--- src/rtl/icache_refill_ctrl.sv ---
// Instruction-cache line refill controller.
// Fetches a full line critical-word-first with wrap-around, forwards the
// missed word to fetch as soon as it arrives, and writes the assembled line
// to the cache array in a single cycle. Handles fetch redirects (flush) and
// aborts a refill when a single word takes too long to arrive.
module icache_refill_ctrl #(
  parameter int unsigned PC_SIZE        = 32,
  parameter int unsigned WORD_SIZE      = 32,
  parameter int unsigned WORDS_PER_LINE = 4,
  parameter int unsigned TIMEOUT_CYCLES = 255
) (
  input  logic                                clk,
  input  logic                                nrst,
  input  logic                                miss_req,
  input  logic [PC_SIZE-1:0]                  miss_addr,
  input  logic                                flush,
  input  logic [WORD_SIZE-1:0]                mem_word,
  input  logic                                word_ready,
  output logic [PC_SIZE-1:0]                  ram_address,
  output logic                                miss_cache,
  output logic                                crit_valid,
  output logic [WORD_SIZE-1:0]                crit_word,
  output logic                                line_wr_en,
  output logic [PC_SIZE-1:0]                  line_wr_addr,
  output logic [WORD_SIZE*WORDS_PER_LINE-1:0] line_wr_data,
  output logic                                busy,
  output logic                                timeout_err
);

  localparam int unsigned WORD_BYTES = WORD_SIZE / 8;
  localparam int unsigned OB         = $clog2(WORDS_PER_LINE);
  localparam int unsigned LB         = $clog2(WORD_BYTES);
  localparam int unsigned CNT_W      = OB + 1;
  localparam int unsigned WAIT_W     = $clog2(TIMEOUT_CYCLES + 1);
  localparam int unsigned LINE_W     = WORD_SIZE * WORDS_PER_LINE;

  // Clears the word-offset and byte-offset bits to get the line base.
  localparam logic [PC_SIZE-1:0] LINE_MASK =
    ~((PC_SIZE'(1) << (OB + LB)) - PC_SIZE'(1));

  typedef enum logic [1:0] {
    IDLE  = 2'd0,
    REQ   = 2'd1,
    WRITE = 2'd2,
    ABORT = 2'd3
  } state_t;

  state_t              state;
  logic [PC_SIZE-1:0]  base;
  logic [OB-1:0]       offset;
  logic [CNT_W-1:0]    count;
  logic [WAIT_W-1:0]   wait_cnt;
  logic                drop;
  logic [LINE_W-1:0]   slots;

  logic [LINE_W-1:0]   slots_merged;
  logic [OB-1:0]       offset_next;
  logic [OB-1:0]       start_off;
  logic [PC_SIZE-1:0]  start_base;
  logic [PC_SIZE-1:0]  addr_next;
  logic                last_word;
  logic                timeout_hit;

  // Line storage with the incoming word dropped into its slot, plus address helpers.
  always_comb begin
    slots_merged = slots;
    for (int i = 0; i < int'(WORDS_PER_LINE); i++) begin
      if (OB'(i) == offset) begin
        slots_merged[i*WORD_SIZE +: WORD_SIZE] = mem_word;
      end
    end
    offset_next = offset + OB'(1);
    start_off   = miss_addr[LB +: OB];
    start_base  = miss_addr & LINE_MASK;
    addr_next   = base | (PC_SIZE'(offset_next) << LB);
    last_word   = (count == CNT_W'(WORDS_PER_LINE - 1));
    timeout_hit = (wait_cnt == WAIT_W'(TIMEOUT_CYCLES));
  end

  // Refill FSM with registered outputs.
  always_ff @(posedge clk) begin
    if (!nrst) begin
      state        <= IDLE;
      base         <= '0;
      offset       <= '0;
      count        <= '0;
      wait_cnt     <= '0;
      drop         <= 1'b0;
      slots        <= '0;
      ram_address  <= '0;
      miss_cache   <= 1'b0;
      crit_valid   <= 1'b0;
      crit_word    <= '0;
      line_wr_en   <= 1'b0;
      line_wr_addr <= '0;
      line_wr_data <= '0;
      busy         <= 1'b0;
      timeout_err  <= 1'b0;
    end else begin
      // Single-cycle strobes fall back to zero unless re-asserted below.
      crit_valid <= 1'b0;
      line_wr_en <= 1'b0;

      case (state)
        IDLE: begin
          // A miss coinciding with a redirect is stale and not taken.
          if (miss_req && !flush) begin
            base        <= start_base;
            offset      <= start_off;
            count       <= '0;
            wait_cnt    <= '0;
            drop        <= 1'b0;
            timeout_err <= 1'b0;
            ram_address <= start_base | (PC_SIZE'(start_off) << LB);
            miss_cache  <= 1'b1;
            busy        <= 1'b1;
            state       <= REQ;
          end
        end

        REQ: begin
          // A redirect only cancels forwarding; the line is still filled.
          drop <= drop | flush;
          if (word_ready) begin
            slots    <= slots_merged;
            offset   <= offset_next;
            count    <= count + CNT_W'(1);
            wait_cnt <= '0;
            if ((count == '0) && !drop && !flush) begin
              crit_valid <= 1'b1;
              crit_word  <= mem_word;
            end
            if (last_word) begin
              miss_cache   <= 1'b0;
              line_wr_en   <= 1'b1;
              line_wr_addr <= base;
              line_wr_data <= slots_merged;
              state        <= WRITE;
            end else begin
              ram_address <= addr_next;
            end
          end else if (timeout_hit) begin
            miss_cache  <= 1'b0;
            timeout_err <= 1'b1;
            state       <= ABORT;
          end else begin
            wait_cnt <= wait_cnt + WAIT_W'(1);
          end
        end

        WRITE: begin
          busy  <= 1'b0;
          state <= IDLE;
        end

        ABORT: begin
          busy  <= 1'b0;
          state <= IDLE;
        end

        default: begin
          busy  <= 1'b0;
          state <= IDLE;
        end
      endcase
    end
  end

endmodule

--- config.mk ---
export PLATFORM = sky130hd
export DESIGN_NAME = icache_refill_ctrl
export DESIGN_NICKNAME = d
export VERILOG_FILES = /design/src/rtl/icache_refill_ctrl.sv
export SDC_FILE = /design/constraint.sdc
export NUM_CORES = 1
export LEC_CHECK = 0
export ABC_AREA = 1
export BUFFER_PORTS_ARGS = -buffer_cell sky130_fd_sc_hd__buf_2
export CORE_ASPECT_RATIO = 0.7
export CORE_MARGIN = 1.5
export CORE_UTILIZATION = 45
export DETAILED_ROUTE_END_ITERATION = 6
export PLACE_DENSITY = 0.68
export SETUP_SLACK_MARGIN = 0.4
export SLEW_MARGIN = 20
export SYNTH_ARGS = -nofsm -noshare
export SYNTH_HDL_FRONTEND = slang
export SYNTH_SLANG_ARGS = --single-unit
export TNS_END_PERCENT = 5
--- constraint.sdc ---
create_clock -name clk -period 3.9 [get_ports clk]
set_input_delay 0.39 -clock clk [delete_from_list [all_inputs] [get_ports clk]]
set_output_delay 0.39 -clock clk [all_outputs]
set_load 0.01 [all_outputs]
==> impl_results.md, run 1 <==
- Status: complete, no violations
- HPWL after detailed placement: between 30 and 40 mm
- Via/cell ratio: approximately 5.2
- Ant. Diodes: 0
- Worst hold path startpoint: miss_addr[15]
- Synth Instances: 2110
- P_sw: around 0.0022 W
- Yosys cell types: 27
- CTS tree: done
- I/O Buffers: a little under 300
- Clock root buffer master: clkbuf_16
- Worst EP required: about 4.4 ns
- Yosys warning count: 0
- Comb pwr share: 0.089
- Post-CTS Setup Bufs: 0
- Period utilization: 0.730
- RSZ-0062 raised after global routing: false
- CP Max Fanout: approximately 110
- Arrival @ worst endpoint: 3.31 ns
- Clock Skew: 0.0182 ns
- Clock share of power: 0.442
- Commonest non-fill, non-tap cell in the layout: o21ai_0
- Hold EP: base[15]
- FF-to-FF End: slots[16]
- CTS max path bufs: 3
- Period minus WS final: 2.85 ns
- Clock latency at the later pin of the worst-skew pair: around 0.54 ns
- Most frequent cells in the layout: o21ai_0 (449), dfxtp_1 (395), nor2_1 (340), buf_2 (288)
- Die Span Y: 159 um
- # nets final: between 2000 and 2500
- Via count: 14500
- Hold Buf Count CTS: 0
- Largest net degree at the start of global routing: between 150 and 200
- Largest cells by area after synthesis: dfxtp_1 (51%), o21ai_0 (14%), nor2_1 (8.2%)
- Die ar.: approximately 0.036 mm2
- WL/cell: 16.9 um
- # DRC: 0
- Internal: 0.00675 W
- PwrDens: between 400 and 500 mW/mm2
- CP Class: register to register
- Hold WC Path Type: primary input to register
- Total Wirelength: between 40 and 50 mm
- FF-to-FF setup slack: about 1.1 ns
- Routability cong.: just over 0.8
- Slew HR: 0.283
- Area Overhead vs Synth: 17.6%
- Reg clk slew, reported paths: roughly 0.060 ns
- Sequential share of the synthesized area: 0.505
- First-pass GRT wire length: 72.4 mm
- CTS resizes: 0
- Setup Viol. Count Final: 0
- FF-to-FF Start: state[1]
- GRT overflow: 0
- Total CTS buffers: 39
- Slew @ Worst Pin: between 1 and 1.5 ns
- Share of layout cells above drive strength 1: 0.166
- Core Util, Final: 0.544
- Cell taking the most area after synthesis: dfxtp_1
- Switching part of the total: 0.248
- Pleak: approximately 8.0 nW
- Peak Freq: about 350 MHz
- Clock sinks: between 300 and 400
- # IOs: 298
- Critical Path Source Type: register
- Row Count: 56
- Register bit total from synthesis: a little under 400
- FF-to-FF path depth: 6
- Total Neg Setup Slack: 0 ns
- Number of global-route vias before repair: between 10000 and 15000
- Seq pwr share: 0.470
- Gr usage total: 0.256
- Chip width: around 230 um
- Max Slew Vio Count: 0
- Number of max-cap violations: 0
- Hold_ws: roughly 0.16 ns
- Mapped Area: 0.0157 mm2
- Crit path capture type: register
- H-tree levels: 2
- Starting Density: 0.463
- Final ANT Viol Nets: 0
- Core area: approximately 0.034 mm2
- Initial antenna violation count: 2
- Hold Fails Final Rpt: 0
- Hold path depth: 3
- Synth top area share: 0.505
- First drt pass iteration count: 6
- Post-Syn Area per Cell: about 7.4 um2
- Peak supply drop: between 0.3 and 0.4 mV
- Initial DRC Count: 1549
## how the worst max path moves through the flow
stage | from | end | slack, ns
finish | state[1] | slots[16] | 1.05
CTS | state[1] | slots[16] | 1.06
global placement | word_ready | slots[17] | 1.09
global route | state[1] | slots[12] | 0.79
detailed placement | word_ready | slots[16] | 1.02
floorplan | offset[0] | line_wr_data[0] | 2.39
## synthesized netlist by cell type
library cell  instances
inv_2                 1
ha_1                  8
o21ai_0             449
nand4_1               1
a21oi_1             227
o31ai_1               1
buf_1                 3
nand2_4               1
o32ai_1               1
nand3_2               1
nand3_1              43
nand2_2               3
nor2_4                3
nor2_1              340
o21bai_1              1
inv_1               178
dfxtp_1             395
buf_2                27
inv_4                 1
o21ai_1              60
or2_2                 1
buf_6                11
clkinv_1              1
buf_4                23
nand2_1             227
conb_1                1
clkbuf_1            102
## cell families (layout without fill, tap and decap cells)
| logic type | Yosys count | count (layout) | share of synthesized area |
|---|---|---|---|
| AND/OR/NAND/NOR | 620 | 620 | 0.155 |
| adder cells (fa/ha/maj) | 8 | 8 | 0.00639 |
| flip-flops | 395 | 395 | 0.505 |
| buffers and inverters | 347 | 555 | 0.0963 |
| other | 1 | 6 | 0.000240 |
| AO/OA/AOI/OAI | 739 | 739 | 0.237 |
## metrics by stage
stage | area [um2] | setup WS, ns | cells | power (W)
5_1_grt | 18400 | 0.787 | 2787 | 0.00930
2_1_floorplan | 15700 | 2.39 | 2115 | 0.00483
6_report | 18400 | 1.05 | 2787 | 0.00898
3_3_place_gp | 17100 | 1.09 | 2718 | 0.00506
3_5_place_dp | 17100 | 1.02 | 2718 | 0.00509
4_1_cts | 18400 | 1.06 | 2787 | 0.00903
## power by group through the flow
stage               Combinational [W]  Sequential, W  Clock [W]
finish                       0.000796        0.00422    0.00396
global route                 0.000897        0.00423    0.00418
detailed placement           0.000782        0.00430          0
global placement             0.000759        0.00430          0
CTS                          0.000785        0.00421    0.00403
floorplan                    0.000514        0.00431          0
## critical path: stages (launching register included)
cell,delay (ns)
dfxtp_1,0.42
nor2_4,0.11
nand2_8,0.36
buf_4,0.82
buf_4,0.63
o21ai_0,0.23
a21oi_1,0.17
## flip-flops by register name, indices dropped and copies added, names as in the netlist
signal	count
miss_cache	1
wait_cnt	8
count	3
busy	1
slots	128
crit_word	32
drop	1
base	28
offset	2
line_wr_data	128
line_wr_addr	28
crit_valid	1
line_wr_en	1
timeout_err	1
state	2
ram_address	30
## layer usage
layer | share of wire | up-vias | GRT usage
li1 | - | 7220 | -
met1 | 0.45 | 6691 | 0.358
met2 | 0.44 | 468 | 0.394
met3 | 0.074 | 83 | 0.0493
met4 | 0.033 | 2 | 0.0924
met5 | 0.00028 | - | 0
## cell type report
type,count,area [um2]
clock buffers,55,1170
clock inverters,14,176
fillers,3268,15400
inverters,181,682
multi-input cells,1373,6300
flip-flops and latches,395,7910
well taps,464,581
repair buffers,305,1600
Power figures use the tool's default switching activity.
==> inputs of run 2 (changes only) <==
--- a/config.mk
+++ b/config.mk
@@ -11,7 +11,7 @@
 export CORE_MARGIN = 1.5
 export CORE_UTILIZATION = 45
 export DETAILED_ROUTE_END_ITERATION = 6
-export PLACE_DENSITY = 0.68
+export PLACE_DENSITY = 0.71
 export SETUP_SLACK_MARGIN = 0.4
 export SLEW_MARGIN = 20
 export SYNTH_ARGS = -nofsm -noshare
==> constraint.sdc (replaced) <==
create_clock -name clk -period 2.6 [get_ports clk]
set_input_delay 0.26 -clock clk [delete_from_list [all_inputs] [get_ports clk]]
set_output_delay 0.26 -clock clk [all_outputs]
set_load 0.01 [all_outputs]
==> impl_results.md, run 2 (synthesized netlist as in run 1, its figures left out) <==
- WL/cell: 16.7 um
- Area Overhead vs Synth: 18.3%
- Crit path capture type: register
- Routability cong.: between 0.8 and 0.9
- Status: complete, no violations
- I/O Buffers: approximately 290
- Die ar.: 0.0359 mm2
- CTS resizes: 0
- FF-to-FF path depth: 5
- FF-to-FF Start: state[1]
- Ordered list of cells on the worst path: nor2_4 > nand2_8 > buf_12 > o21ai_0 > a21oi_1
- # nets final: around 2400
- Clock root buffer master: clkbuf_16
- # IOs: 298
- DP Cell Count: about 2700
- Via/cell ratio: between 5 and 6
- Hold EP: base[25]
- Post-CTS Setup Bufs: 0
- Number of global-route vias before repair: 12900
- Final ANT Viol Nets: 0
- Starting Density: 0.463
- Slew @ Worst Pin: roughly 1.0 ns
- Clock sinks: approximately 400
- Worst hold path startpoint: miss_addr[25]
- Slew HR: 0.307
- GRT overflow: 0
- Reg clk slew, reported paths: around 0.07 ns
- Share of layout cells above drive strength 1: 0.166
- Commonest non-fill, non-tap cell in the layout: o21ai_0
- Critical Path Source Type: register
- Ant. Diodes: 0
- Period minus WS final: 1.97 ns
- Chip width: between 200 and 250 um
- HPWL after detailed placement: just under 30 mm
- Hold path depth: 3
- CP Max Fanout: between 200 and 300
- Period utilization: 0.756
- Pleak: 8.05 nW
- Total Wirelength: roughly 47 mm
- RSZ-0062 raised after global routing: false
- Peak supply drop: 0.367 mV
- CP Class: register to register
- Initial antenna violation count: 2
- Core area: about 0.034 mm2
- Most frequent cells in the layout: o21ai_0 (449), dfxtp_1 (395), nor2_1 (340), buf_2 (288)
- Total Neg Setup Slack: 0 ns
- Number of max-cap violations: 0
- Row Count: 56
- Via count: ~15000
- Peak Freq: 509 MHz
- Die Span Y: about 160 um
- First-pass GRT wire length: 71.8 mm
- PwrDens: between 700 and 800 mW/mm2
- Gr usage total: 0.252
- Non-filler instance count after layout: between 2000 and 3000
- Hold WC Path Type: primary input to register
- Largest net degree at the start of global routing: roughly 270
- Tot Pwr: roughly 0.013 W
- Biggest regs: line_wr_data x128, slots x128, crit_word x32
- CTS max path bufs: 3
- Clock latency at the later pin of the worst-skew pair: approximately 0.54 ns
- H-tree levels: 2
- CP max stage delay: between 0.5 and 0.6 ns
- Hold Fails Final Rpt: 0
- Clock Skew: between 0.02 and 0.025 ns
- CTS tree: done
- Critical path's slowest cell: buf_12
- Worst EP required: 3.04 ns
- Setup Viol. Count Final: 0
- # DRC: 0
- Max Slew Vio Count: 0
- FF-to-FF End: slots[48]
- Arrival @ worst endpoint: 2.41 ns
- Total CTS buffers: 40
- First drt pass iteration count: 5
- Initial DRC Count: approximately 1500
- FF-to-FF setup slack: 0.63 ns
==> run 2: power by group <==
| part | leakage [nW] | total (W) | internal (W) | switching, W |
|---|---|---|---|---|
| registers | 3.21 | 0.00632 | 0.00625 | 0.0000684 |
| clock network | 0.640 | 0.00582 | 0.00342 | 0.00239 |
| logic | 4.21 | 0.00122 | 0.000367 | 0.000855 |
==> run 2: per-stage QoR <==
stage	hold slack (ns)	util	cell area (um2)	setup slack (ns)
global placement	0.433	0.507	17200	0.686
finish	0.0396	0.547	18500	0.634
global route	0.0343	0.547	18500	0.476
floorplan	0.395	-	15700	1.09
detailed placement	0.439	0.507	17200	0.725
CTS	0.000565	0.547	18500	0.706
==> run 2: repair_timing <==
action	4_1_cts	5_1_grt
hold buffers	4	0
endpoints found under the hold margin	4	0
endpoints found under the setup margin	0	0
==> run 2: worst max path at each step <==
| stage | from | end | depth (start not counted) |
|---|---|---|---|
| after floorplan | offset[0] | line_wr_data[0] | 7 |
| after global placement | count[0] | crit_word[15] | 7 |
| after detailed placement | count[0] | line_wr_addr[19] | 7 |
| after CTS | count[0] | line_wr_addr[19] | 7 |
| after global routing | count[0] | line_wr_addr[19] | 7 |
| final | state[1] | slots[48] | 5 |
==> run 2: cell type report <==
| cell class | count | area, um2 |
|---|---|---|
| inverter | 181 | 682 |
| tap | 464 | 581 |
| timing repair buffer | 313 | 1750 |
| multi-input combinational | 1373 | 6290 |
| fill | 3169 | 15300 |
| clock buffer | 55 | 1120 |
| sequential | 395 | 7910 |
| clock inverter | 15 | 191 |
==> run 2: metal layers <==
| metal | routed length (um) | vias up | global-route usage | part of all wire |
|---|---|---|---|---|
| li1 | - | 7245 | - | - |
| met1 | 21200 | 6776 | 0.361 | 0.45 |
| met2 | 20700 | 546 | 0.382 | 0.44 |
| met3 | 3330 | 92 | 0.0389 | 0.071 |
| met4 | 1610 | 0 | 0.0964 | 0.034 |
| met5 | 0 | - | 0 | 0 |
==> run 2: worst max-delay path, delay by kind of cell, from the launching register on <==
kind            cells  cell delay (ns)
buf+inv             1             0.57
compound gates      2             0.41
simple gates        2             0.22
flops               1             0.41
